## src/rtl/if_fetch_ctrl.sv

```systemverilog
// Fetch-stage PC / instruction-request controller with redirect squash and one-entry skid.
// Optional perf counters enabled by defining IF_FETCH_PERF_EN.
module if_fetch_ctrl #(
  parameter logic [15:0] RESET_PC = 16'h0000,
  parameter logic [15:0] PC_INC   = 16'd2
) (
  input  logic        clk,
  input  logic        rst_n,
  input  logic        branch_enable,
  input  logic [15:0] br_addr,
  input  logic [1:0]  pcmux_sel,
  input  logic        stall_in,
  input  logic        imem_resp,
  input  logic [15:0] imem_rdata,
  output logic        imem_read,
  output logic [15:0] imem_address,
  output logic        if_valid,
  output logic [15:0] if_instr,
  output logic [15:0] if_pc,
  output logic        flush,
  output logic [15:0] perf_redirects,
  output logic [15:0] perf_drops
);

  typedef enum logic [1:0] {RUN, DROP, FULL} state_t;

  state_t      state_q, state_d;
  logic [15:0] pc_q, pc_d;
  logic [15:0] req_addr_q, req_addr_d;
  logic        if_valid_q, if_valid_d;
  logic [15:0] if_instr_q, if_instr_d;
  logic [15:0] if_pc_q, if_pc_d;
  logic [15:0] skid_instr_q, skid_instr_d;
  logic [15:0] skid_pc_q, skid_pc_d;

  logic        redirect;
  logic [15:0] target;

  assign redirect     = ((pcmux_sel == 2'b01) && branch_enable) || (pcmux_sel == 2'b10);
  assign target       = {br_addr[15:1], 1'b0};
  assign flush        = redirect;
  assign imem_read    = rst_n && (state_q != FULL);
  assign imem_address = req_addr_q;
  assign if_valid     = if_valid_q;
  assign if_instr     = if_instr_q;
  assign if_pc        = if_pc_q;

  always_comb begin
    state_d      = state_q;
    pc_d         = pc_q;
    req_addr_d   = req_addr_q;
    if_valid_d   = if_valid_q;
    if_instr_d   = if_instr_q;
    if_pc_d      = if_pc_q;
    skid_instr_d = skid_instr_q;
    skid_pc_d    = skid_pc_q;
    unique case (state_q)
      RUN: begin
        if (imem_resp) begin
          if (redirect) begin
            req_addr_d = target;
          end else if (!(if_valid_q && stall_in)) begin
            if_instr_d = imem_rdata;
            if_pc_d    = req_addr_q;
            if_valid_d = 1'b1;
            pc_d       = req_addr_q + PC_INC;
            req_addr_d = req_addr_q + PC_INC;
          end else begin
            skid_instr_d = imem_rdata;
            skid_pc_d    = req_addr_q;
            pc_d         = req_addr_q + PC_INC;
            state_d      = FULL;
          end
        end else if (redirect) begin
          state_d = DROP;
        end else if (if_valid_q && !stall_in) begin
          if_valid_d = 1'b0;
        end
      end
      DROP: begin
        // stale response is thrown away; resume from the newest PC (target if redirecting now)
        if (imem_resp) begin
          req_addr_d = redirect ? target : pc_q;
          state_d    = RUN;
        end
      end
      FULL: begin
        if (redirect) begin
          req_addr_d = target;
          state_d    = RUN;
        end else if (!stall_in) begin
          if_instr_d = skid_instr_q;
          if_pc_d    = skid_pc_q;
          if_valid_d = 1'b1;
          req_addr_d = pc_q;
          state_d    = RUN;
        end
      end
      default: state_d = RUN;
    endcase
    if (redirect) begin
      pc_d       = target;
      if_valid_d = 1'b0;
    end
  end

  always_ff @(posedge clk or negedge rst_n) begin
    if (!rst_n) begin
      state_q      <= RUN;
      pc_q         <= RESET_PC;
      req_addr_q   <= RESET_PC;
      if_valid_q   <= 1'b0;
      if_instr_q   <= '0;
      if_pc_q      <= '0;
      skid_instr_q <= '0;
      skid_pc_q    <= '0;
    end else begin
      state_q      <= state_d;
      pc_q         <= pc_d;
      req_addr_q   <= req_addr_d;
      if_valid_q   <= if_valid_d;
      if_instr_q   <= if_instr_d;
      if_pc_q      <= if_pc_d;
      skid_instr_q <= skid_instr_d;
      skid_pc_q    <= skid_pc_d;
    end
  end

`ifdef IF_FETCH_PERF_EN
  logic        drop_evt;
  logic [15:0] perf_redir_q, perf_drop_q;

  assign drop_evt = ((state_q == DROP) && imem_resp)
                 || ((state_q == RUN) && imem_resp && redirect)
                 || ((state_q == FULL) && redirect);

  always_ff @(posedge clk or negedge rst_n) begin
    if (!rst_n) begin
      perf_redir_q <= '0;
      perf_drop_q  <= '0;
    end else begin
      if (redirect && (perf_redir_q != '1)) perf_redir_q <= perf_redir_q + 16'd1;
      if (drop_evt && (perf_drop_q != '1))  perf_drop_q  <= perf_drop_q + 16'd1;
    end
  end

  assign perf_redirects = perf_redir_q;
  assign perf_drops     = perf_drop_q;
`else
  assign perf_redirects = '0;
  assign perf_drops     = '0;
`endif

endmodule

```

## config.mk

```make
export PLATFORM = sky130hd
export DESIGN_NAME = if_fetch_ctrl
export DESIGN_NICKNAME = d
export VERILOG_FILES = /design/src/rtl/if_fetch_ctrl.sv
export SDC_FILE = /design/constraint.sdc
export NUM_CORES = 1
export LEC_CHECK = 0
export CAP_MARGIN = 30
export CORE_ASPECT_RATIO = 1.5
export CORE_MARGIN = 4
export CORE_UTILIZATION = 28
export CTS_BUF_LIST = sky130_fd_sc_hd__clkbuf_8
export DETAILED_ROUTE_END_ITERATION = 16
export HOLD_SLACK_MARGIN = 0.12
export PLACE_DENSITY = 0.62
export SETUP_SLACK_MARGIN = 0.2
export SYNTH_ARGS = -nofsm -noshare
export SYNTH_HDL_FRONTEND = slang
export SYNTH_SLANG_ARGS = --single-unit
```

## constraint.sdc

```tcl
create_clock -name clk -period 2.3 [get_ports clk]
set_input_delay 0.46 -clock clk [delete_from_list [all_inputs] [get_ports clk]]
set_output_delay 0.46 -clock clk [all_outputs]
set_load 0.1 [all_outputs]
```

==> results_dict.tcl <==
set metrics [dict create \
    hold_violations 0 \
    synth_cell_type_count 56 \
    worstSetupStartpointType "input port" \
    clk_latency_ns 0.37 \
    fin_ws_ns 0.248 \
    port_buffers 88 \
    yosys.area.top_type "dfrtp_1" \
    finClkSkew_ns 0.0126 \
    cts_tree "yes" \
    drt.antenna.violating_nets 0 \
    vias 4288 \
    synth_flop_cell "dfrtp_1" \
    worst_pin_slew_ns 0.605 \
    synthArstFlopShare_pct 100 \
    htreeDepth 3 \
    max_slew_margin_pct 59.7 \
    hold_path_class "in -> async" \
    setup_viol 0 \
    synthTopCellsByArea "dfrtp_1, mux2_2, buf_4, o211ai_1, nand2_1" \
    dpl_worst_slack_ns -0.136 \
    dp_hpwl_mm 10.8 \
    crit_required_ns 2.56 \
    grt_max_degree 100 \
    layout-drive-gt1-share_pct 40.0 \
    synth_top_area_share_pct 45.9 \
    synth.yosys.seq_area_share_pct 45.9 \
    synth_edf_count 0 \
    pin_count 122 \
    cts_max_path_buffers 2 \
    drc 0 \
    first_pass_iters 5 \
    num_rows 62 \
    drtIter0Drc 154 \
    syn_area_sq_mm 0.00540 \
    numCtsBuffers 9 \
    maxClockFrequency_mhz 487 \
    critical_path_class "in -> reg" \
    rsz0062_at_grt "no" \
    place.gp.congestion 0.854 \
    period_share_pct 89.2 \
    grt_usage_pct 14.2 \
    ctsHoldBuffers 0 \
    dp_cells 831 \
    finalMaxSlewViolations 0 \
    n_antenna_cell 0 \
    yosysMostFrequentCell "dfrtp_1" \
    cp.arrival_ns 2.31 \
    clkTransAtPathRegs_ns 0.10 \
    critPathMaxFanout 16 \
    start_util_pct 28.3 \
    yosysWarnings 0 \
    core-area_sq_mm 0.0191 \
    die_area_sq_mm 0.0216 \
    holdWs_ns 0.141 \
    routedWlPerCell_microns 18.5 \
    syn-instance-count 487 \
    finalNonFillerCells 858 \
    die_w_microns 121 \
    fin_area_sq_mm 0.00699 \
    syn_to_final_growth_pct 29.4 \
    gr-total-overflow 0 \
    finalCriticalPeriod_ns 2.05 \
    dieHeight_microns 178 \
    critPathCaptureType "flip-flop" \
    ys_ff_latch 99 \
    antenna_found_initial 0 \
    place_area_sq_mm 0.00657 \
    clockRootBuffer "clkbuf_8" \
    status "finished clean" \
    wirelength_mm 15.9 \
    nets 640 \
    grt_pass1_vias 4440 \
    via_per_inst 5.00 \
    clkSinkCount 99 \
    ys_top_cells_by_count "dfrtp_1, mux2_2, buf_4, nand2_1, o211ai_1" \
    synth_area_per_cell_sq_um 11.1 \
    cap_viol_max_count 0 \
    grt_pass1_wl_mm 24.4 \
]
-- layout make-up --
| cell class | instances | area (sq um) |
|---|---|---|
| inverters | 6 | 22.5 |
| flip-flops and latches | 99 | 2500 |
| clock inverters | 7 | 98.8 |
| multi-input cells | 343 | 2660 |
| clock buffers | 9 | 124 |
| fillers | 1937 | 12100 |
| well taps | 256 | 320 |
| repair buffers | 138 | 1260 |
-- path summary, 6_finish.rpt --
check	startpoint	end	slack, ns	cells after the start
max	branch_enable	skid_pc_q[11]	0.25	9
min	rst_n	if_pc[1]	0.14	2
max reg2reg	state_q[1]	skid_pc_q[11]	0.27	8
min reg2reg	skid_pc_q[5]	skid_pc_q[5]	0.51	1
max in group asynchronous	rst_n	imem_address[1]	1.62	2
min in group clk	skid_pc_q[5]	skid_pc_q[5]	0.51	1
-- state kept, by name, summed over array words and instances (netlist names) --
register      flops
pc_q             16
if_pc            16
skid_instr_q     16
if_instr         16
state_q           2
skid_pc_q        16
if_valid          1
imem_address     16
-- metrics by stage --
| stage | util (%) | TNS [ns] |
|---|---|---|
| floorplan | - | 0 |
| global placement | 34.4 | -3.96 |
| detailed placement | 34.4 | -4.34 |
| CTS | 35.9 | 0 |
| global route | 36.6 | 0 |
| finish | 36.6 | 0 |
-- critical path, stage by stage --
cell and delay [ns]:
clkdlybuf4s50_1 0.42, and3b_2 0.24, nor2_4 0.12, inv_2 0.06, buf_4 0.14, nor3_4 0.19
buf_12 0.14, clkbuf_16 0.18, mux2_2 0.34
-- routing by layer --
layer	up-vias	global-route usage, %	share of wire, %
li1	1935	-	-
met1	2165	16.8	40
met2	161	25.1	51
met3	27	2.86	6.0
met4	0	5.79	2.5
met5	-	0	0
-- cell families after synthesis --
logic type	count (synthesis)	synth area share (%)
AOI/OAI and AO/OA	96	12.7
buffers and inverters	76	8.36
xor gates and xnor gates	9	1.46
muxes	98	20.4
other	1	0.0694
adders and majority gates	4	0.927
and+or+nand+nor	104	10.3
DFF	99	45.9
-- timing repair --
action                     CTS  global route
cloned                       0             2
gates resized for setup     13             8
pin swaps                    2             2
setup endpoints to repair   67            75
buffers inserted             3             6
-- cells in the final DEF (no fill, tap or decap), drive strengths merged, types with 7 or more instances in the layout --
cell           Yosys  final
o211ai            21     21
dfrtp             99     99
o21ai             21     21
nor4               7      7
mux2              95     95
a21oi             11     11
clkdlybuf4s50      0     34
clkbuf            14     11
xnor2              9      9
buf               56    100
conb               1     32
nor3              11     11
nand3             11     11
nand2             28     28
nand4              9      9
nor2              11     11
inv                6      8
nand2b             8      8
Power is left out: the tool's default activity adds up to more than one toggle a clock period on the data nets, which glitch-free logic cannot reach.
